### config.mk
export PLATFORM = sky130hd
export DESIGN_NAME = sram2p_arbiter
export DESIGN_NICKNAME = d
export VERILOG_FILES = /design/src/rtl/sram2p_pkg.sv /design/src/rtl/sync_fifo.sv /design/src/rtl/sram2p_arbiter.sv
export SDC_FILE = /design/constraint.sdc
export NUM_CORES = 1
export LEC_CHECK = 0
export CORE_MARGIN = 2
export CORE_UTILIZATION = 58
export DETAILED_ROUTE_END_ITERATION = 10
export GPL_ROUTABILITY_DRIVEN = 0
export PLACE_DENSITY = 0.9
export SYNTH_ARGS = -nofsm -noshare
export SYNTH_HDL_FRONTEND = slang
export SYNTH_HIERARCHICAL = 1
export SYNTH_SLANG_ARGS = --single-unit
### constraint.sdc
create_clock -name clk -period 11.4 [get_ports clk]
set_input_delay 2.28 -clock clk [delete_from_list [all_inputs] [get_ports clk]]
set_output_delay 2.28 -clock clk [all_outputs]
set_load 0.1 [all_outputs]
### src/rtl/sram2p_pkg.sv
// Shared constants and helpers for the sram2p front-end arbiter.
package sram2p_pkg;

    // Requester identifiers as carried through the tracking pipe and FIFO
    localparam logic RD0 = 1'b0;
    localparam logic RD1 = 1'b1;

    // Round-robin pointer: which read requester wins a tie next
    typedef enum logic {
        RR_RD0 = 1'b0,
        RR_RD1 = 1'b1
    } rr_ptr_e;

    // Cycles from read issue to data on mem_read_data
    function automatic int unsigned rd_latency(input int unsigned nbpipe);
        return nbpipe + 1;
    endfunction

endpackage

### src/rtl/sync_fifo.sv
// Single-clock FIFO, no bypass: data written in cycle t is visible from t+1.
// DEPTH must be a power of two so the pointers wrap naturally.
module sync_fifo #(
    parameter int unsigned WIDTH = 8,
    parameter int unsigned DEPTH = 8
) (
    input  logic                         clk,
    input  logic                         rst_n,
    input  logic                         wr_en,
    input  logic [WIDTH-1:0]             wr_data,
    input  logic                         rd_en,
    output logic [WIDTH-1:0]             rd_data,
    output logic                         empty,
    output logic [$clog2(DEPTH+1)-1:0]   count
);

    localparam int unsigned PW = (DEPTH > 1) ? $clog2(DEPTH) : 1;
    localparam int unsigned CW = $clog2(DEPTH+1);

    logic [WIDTH-1:0] mem [DEPTH];
    logic [PW-1:0]    wr_ptr;
    logic [PW-1:0]    rd_ptr;
    logic [CW-1:0]    cnt;

    // Storage array; contents need no reset since count gates visibility
    always_ff @(posedge clk) begin
        if (wr_en) begin
            mem[wr_ptr] <= wr_data;
        end
    end

    // Pointers and occupancy count
    always_ff @(posedge clk or negedge rst_n) begin
        if (!rst_n) begin
            wr_ptr <= '0;
            rd_ptr <= '0;
            cnt    <= '0;
        end else begin
            if (wr_en) begin
                wr_ptr <= wr_ptr + PW'(1);
            end
            if (rd_en) begin
                rd_ptr <= rd_ptr + PW'(1);
            end
            cnt <= cnt + CW'(wr_en) - CW'(rd_en);
        end
    end

    assign rd_data = mem[rd_ptr];
    assign empty   = (cnt == '0);
    assign count   = cnt;

endmodule

### src/rtl/sram2p_arbiter.sv
// Shares one sram2p between two read requesters and one write requester.
// Reads are tracked through the SRAM's fixed latency and land in a
// credit-protected response FIFO so the SRAM can never overrun it.
module sram2p_arbiter
    import sram2p_pkg::*;
#(
    parameter int unsigned AWIDTH    = 12,
    parameter int unsigned DWIDTH    = 72,
    parameter int unsigned NBPIPE    = 3,
    parameter int unsigned RSP_DEPTH = 8
) (
    input  logic              clk,
    input  logic              rst_n,
    input  logic              rd0_valid,
    output logic              rd0_ready,
    input  logic [AWIDTH-1:0] rd0_addr,
    input  logic              rd1_valid,
    output logic              rd1_ready,
    input  logic [AWIDTH-1:0] rd1_addr,
    input  logic              wr_valid,
    output logic              wr_ready,
    input  logic [AWIDTH-1:0] wr_addr,
    input  logic [DWIDTH-1:0] wr_data,
    output logic              rsp_valid,
    input  logic              rsp_ready,
    output logic              rsp_id,
    output logic [DWIDTH-1:0] rsp_data,
    output logic              mem_enable,
    output logic              write_enable,
    output logic [AWIDTH-1:0] mem_write_address,
    output logic [AWIDTH-1:0] mem_read_address,
    output logic [DWIDTH-1:0] mem_write_data,
    input  logic [DWIDTH-1:0] mem_read_data
);

    localparam int unsigned L  = rd_latency(NBPIPE);
    localparam int unsigned CW = $clog2(RSP_DEPTH+1);

    rr_ptr_e         rr_q;
    logic [CW-1:0]   inflight_q;
    logic [CW-1:0]   fifo_count;
    logic [CW:0]     occupancy;
    logic            credit_ok;
    logic            pick_rd1;
    logic            rd_grant;
    logic            grant_id;
    logic            wr_accept;
    logic            pipe_vld [L];
    logic            pipe_id  [L];
    logic            fifo_wr;
    logic            fifo_rd;
    logic            fifo_empty;
    logic [DWIDTH:0] fifo_head;

    // A pop in the current cycle does not free credit until the next one
    assign occupancy = {1'b0, inflight_q} + {1'b0, fifo_count};
    assign credit_ok = (occupancy < (CW+1)'(RSP_DEPTH));

    // Read arbitration and SRAM request muxing
    always_comb begin
        pick_rd1 = 1'b0;
        if (rd0_valid && rd1_valid) begin
            pick_rd1 = (rr_q == RR_RD1);
        end else begin
            pick_rd1 = rd1_valid;
        end
        rd_grant          = rst_n & (rd0_valid | rd1_valid) & credit_ok;
        grant_id          = pick_rd1 ? RD1 : RD0;
        rd0_ready         = rd_grant & ~pick_rd1;
        rd1_ready         = rd_grant & pick_rd1;
        wr_accept         = rst_n & wr_valid;
        wr_ready          = rst_n;
        mem_enable        = rd_grant | wr_accept;
        write_enable      = wr_accept;
        mem_read_address  = pick_rd1 ? rd1_addr : rd0_addr;
        mem_write_address = wr_addr;
        mem_write_data    = wr_data;
    end

    // Round-robin pointer flips to the other requester after every grant
    always_ff @(posedge clk or negedge rst_n) begin
        if (!rst_n) begin
            rr_q <= RR_RD0;
        end else if (rd_grant) begin
            rr_q <= (grant_id == RD0) ? RR_RD1 : RR_RD0;
        end
    end

    // Tracking pipe: stage L-1 lines up with the data on mem_read_data
    always_ff @(posedge clk or negedge rst_n) begin
        if (!rst_n) begin
            for (int unsigned i = 0; i < L; i++) begin
                pipe_vld[i] <= 1'b0;
                pipe_id[i]  <= 1'b0;
            end
        end else begin
            pipe_vld[0] <= rd_grant;
            pipe_id[0]  <= grant_id;
            for (int unsigned i = 1; i < L; i++) begin
                pipe_vld[i] <= pipe_vld[i-1];
                pipe_id[i]  <= pipe_id[i-1];
            end
        end
    end

    assign fifo_wr = pipe_vld[L-1];
    assign fifo_rd = rsp_ready & ~fifo_empty;

    // Reads issued but not yet written into the response FIFO
    always_ff @(posedge clk or negedge rst_n) begin
        if (!rst_n) begin
            inflight_q <= '0;
        end else begin
            inflight_q <= inflight_q + CW'(rd_grant) - CW'(fifo_wr);
        end
    end

    sync_fifo #(
        .WIDTH (DWIDTH + 1),
        .DEPTH (RSP_DEPTH)
    ) u_rsp_fifo (
        .clk     (clk),
        .rst_n   (rst_n),
        .wr_en   (fifo_wr),
        .wr_data ({pipe_id[L-1], mem_read_data}),
        .rd_en   (fifo_rd),
        .rd_data (fifo_head),
        .empty   (fifo_empty),
        .count   (fifo_count)
    );

    assign rsp_valid = ~fifo_empty;
    assign rsp_id    = fifo_head[DWIDTH];
    assign rsp_data  = fifo_head[DWIDTH-1:0];

endmodule

# [After elaboration in Yosys (flattened, before gate mapping)]
# Memories as Yosys holds them, arrays and structs flattened.
# Index checks and enable logic that the tools add are counted.
[word_totals] reg_bits=23 ramBits=584 in_bits=186 output_inout_bits=175 wordCells=40 memories=1
[classes] n_addsub=7 magnitude_cmp=1 n_mux=6 bitwise=10 n_reduce_logical=2
[memory_table] memory="u_rsp_fifo.mem" depth=8 word_bits=73 read_ports=1 rd_clocked_by_memory_dff=0 wr=1 line_no="sync_fifo.sv:20" rtl="logic [WIDTH-1:0] mem [DEPTH];"
[op_table] op="two-way mux 12 bit" count=1
[op_table] op="adder 4 x 1 -> 4 bit" count=2
[op_table] op="subtractor 4 x 1 -> 4 bit" count=2
[op_table] op="adder 3 x 1 -> 3 bit (second input constant)" count=2
[op_table] op="AND 1 bit" count=6
[op_table] op="adder 4 x 4 -> 5 bit" count=1
[op_table] op="less-than comparator 5 x 4 -> 1 bit (second input constant)" count=1
[op_table] op="two-way mux 1 bit" count=5
[op_table] op="zero test 4 bit" count=1
[op_table] op="inverter 1 bit" count=2
[op_table] op="bitwise OR 1 bit" count=2
[op_table] op="logical AND 1 bit" count=1

# [Depth between registers and ports, before layout]
[depth] depth_word=5 ltp_mapped=10 mapped_depth_nobuf=10

# [Cells and area by module]
# Netlist, hierarchy kept.
[modules_own_cells] module="sync_fifo" n_inst=1 cells_each=896 area_per_inst_um2=22465.3 seq_area_each_um2=17787.1
[modules_own_cells] module="sram2p_arbiter" n_inst=1 cells_each=146 area_per_inst_um2=1383.8 seq_area_each_um2=325.3

# [Least setup slack after synthesis]
# OpenSTA, ideal clock, no wires.
[synth_timing] kind="input -> output" from="in rst_n" to="out rd1_ready" arrival_time_ns=4.011 t_required_ns=9.120 path_slack_ns=5.109 cell_stages=3 path_buffers=0 cell_sequence="nor4b_2 > o2111ai_2 > nor2_1"
[synth_via] elab_chain_cells=3
[synth_rtl] item="from (decl)" line_no="sram2p_arbiter.sv:13" rtl="input logic rst_n,"
[synth_rtl] item="AND 1 bit (2 in series)" line_no="sram2p_arbiter.sv:67" rtl="rd_grant = rst_n & (rd0_valid | rd1_valid) & credit_ok;"
[synth_rtl] item="AND 1 bit" line_no="sram2p_arbiter.sv:70" rtl="rd1_ready = rd_grant & pick_rd1;"
[synth_rtl] item="to (decl)" line_no="sram2p_arbiter.sv:18" rtl="output logic rd1_ready,"
# Every way passes these cells.

# [Final worst setup path]
[layout_timing] from="in rst_n" to="out rd0_ready"
[layout_via] elab_chain_cells=3
[layout_rtl] item="AND 1 bit (2 in series)" line_no="sram2p_arbiter.sv:67"
[layout_rtl] item="AND 1 bit" line_no="sram2p_arbiter.sv:69" rtl="rd0_ready = rd_grant & ~pick_rd1;"
[layout_rtl] item="to (decl)" line_no="sram2p_arbiter.sv:15" rtl="output logic rd0_ready,"
# Every way passes these cells.

==> metrics <==
Worst slew margin=27.5%; worst vdd ir=0.268 mV; Routed wire per std cell=26.1 um; first-pass GRT wire length=68500 um; first drt pass iteration count=5; Non-Filler Instances=1768; Die W=207 um; DR iter-0 viols=740; Post-CTS Setup Inserts=0; clock buffer count from CTS=56; Max Buffers Root-to-Sink=3; Avg Cell Area, Syn=22.9 um^2; I/O Buffers=192; WP data arrival=4980 ps; Layout area overhead=15.1%; setup ws final=4140 ps; leak pwr=8.82 nW; syn nets=1244; CP required=9120 ps; area of the multi-input gates=4800 um^2; critical path launch point type=primary input; number of cell rows=74; initial antenna violation count=5; worst slew pin tran=1080 ps; Fmax=138 MHz; Clk pin slew, worst setup/hold paths=60 ps; vias=10500; Starting Density=58.5%; Max FO, Critical Path=26; # hold bufs at CTS=0; Total Routed Length=46200 um; TNS Setup=0 ps; GR Util All Layers=22.0%; Cells after DPL=1661; Final ANT Viol Nets=0; Vias per Instance=5.96; yosys warns=6; Final Slew Violations=0; cell area after placement=25800 um^2; endpoint class of the critical path=output pin; I/O pins=361; register area share after synthesis=75.9%; die area=42800 um^2; minimum clock period=7260 ps; vias in the first global route=11400; max_cap viols=0; Final Setup Violations=0; Core Box Area=40700 um^2; Die H=207 um; fill count=2485; unique cell type count in the Yosys netlist=28; # clock sinks=607; CTS tree=built; RSZ-0062 raised after global routing=false; most frequent cells in the layout=edfxtp_1 (584), clkdlybuf4s50_1 (192), mux4_2 (146); mapped cell area=23800 um^2; status=finished, final reports clean; Final Hold Fails=0; final HPWL from detailed placement=25100 um; Placement Setup Slack=4120 ps; CTS root buffer=clkbuf_16; Remaining Overflow, GRT=0; fin nets=1389; Setup Skew=13.6 ps; largest net degree at the start of global routing=59; Mapped Cells=1042; most common cell after layout, fill and taps aside=edfxtp_1; post-CTS sizing=0; Final Cycle Share=63.7%; share of layout cells above drive strength 1=28.2%; pwr dens=291 nW/um^2; hold crit path type=reg2reg; #FFs+latches synth=607; htree depth=2; WS Path Type=in2out; Clock Latency Late Sink=600 ps; DRC Markers=0; Sequential cell area=18100 um^2; finished layout cell area=27500 um^2
## worst max-delay path, stage by stage
cell             delay [ps]
clkdlybuf4s50_1         450
buf_4                   310
nor4b_2                 290
o2111ai_2               240
and2b_2                 270
clkdlybuf4s50_1        1130
## cell usage after synthesis, drive strengths merged
master / number / area (um^2)
edfxtp: 584 / 17500
nor3: 2 / 10.0
a21oi: 2 / 10.0
buf: 116 / 875
xnor2: 6 / 52.6
and2b: 1 / 8.76
ha: 14 / 175
nor2: 7 / 26.3
fa: 2 / 40.0
nor2b: 1 / 6.26
mux2: 88 / 995
nor4b: 1 / 15.0
nand2b: 3 / 18.8
dfrtp: 23 / 576
o21ai: 1 / 8.76
nand4: 1 / 6.26
a21o: 2 / 15.0
nand2: 7 / 26.3
mux4: 146 / 3290
inv: 19 / 71.3
xor2: 3 / 26.3
and3: 1 / 6.26
clkbuf: 11 / 41.3
o2111ai: 1 / 15.0
## where the power goes
group	switching [mW]	total, mW	internal [mW]
logic	2.32	3.45	1.13
clock network	0.768	1.73	0.959
registers	0.172	2.80	2.63
total	3.26	7.98	4.72
## area by class of cell
class                      count  share of cell area (%)
clock inverter                29                   0.620
clock buffer                  75                    5.55
tap                          532                    2.42
sequential                   607                    66.0
inverter                      19                   0.260
timing repair buffer         214                    7.60
multi-input combinational    289                    17.5
antenna                        3                  0.0273
## metrics by stage
step	util, %	total power, mW	hold WS, ps
2_1_floorplan	-	5.75	331
3_3_place_gp	63.2	6.25	332
3_5_place_dp	63.2	6.31	335
4_1_cts	67.4	8.05	348
5_1_grt	67.4	8.25	355
6_report	67.4	7.98	347
## cells by family after synthesis
group                      count (synthesis)  share of synthesized area [%]
AOI/OAI and AO/OA                          6                          0.205
DFF                                      607                           75.9
adders and majority gates                 16                          0.902
and+or+nand+nor                           24                          0.519
muxes                                    234                           18.0
xor gates and xnor gates                   9                          0.331
buffers and inverters                    146                           4.14
## metal layers
layer	part of all wire (%)	routed length, um	GRT usage, %
met5	0.074	34	0
met4	2.5	1160	6.97
met3	7.2	3340	5.73
met2	52	23800	37.2
met1	39	17800	28.2
## path summary, 6_finish.rpt
kind,from,end,slack [ps],depth (start not counted)
max,rst_n,rd0_ready,4140,6
max in group asynchronous,rst_n,u_rsp_fifo/rd_ptr[1],9080,2
min in group asynchronous,rst_n,u_rsp_fifo/count[3],2040,2
max reg2reg,inflight_q[3],inflight_q[2],8870,9
min,pipe_vld[1],fifo_wr,350,0
min reg2reg,pipe_vld[1],fifo_wr,350,0
## flip-flops by register name (all words and copies together) (netlist names)
register           count
u_rsp_fifo/rd_ptr      3
u_rsp_fifo/mem       584
u_rsp_fifo/count       4
rr_q                   1
inflight_q             4
u_rsp_fifo/wr_ptr      3
fifo_wr                1
pipe_id                4
pipe_vld               3
(Power assumes the default switching activity.)
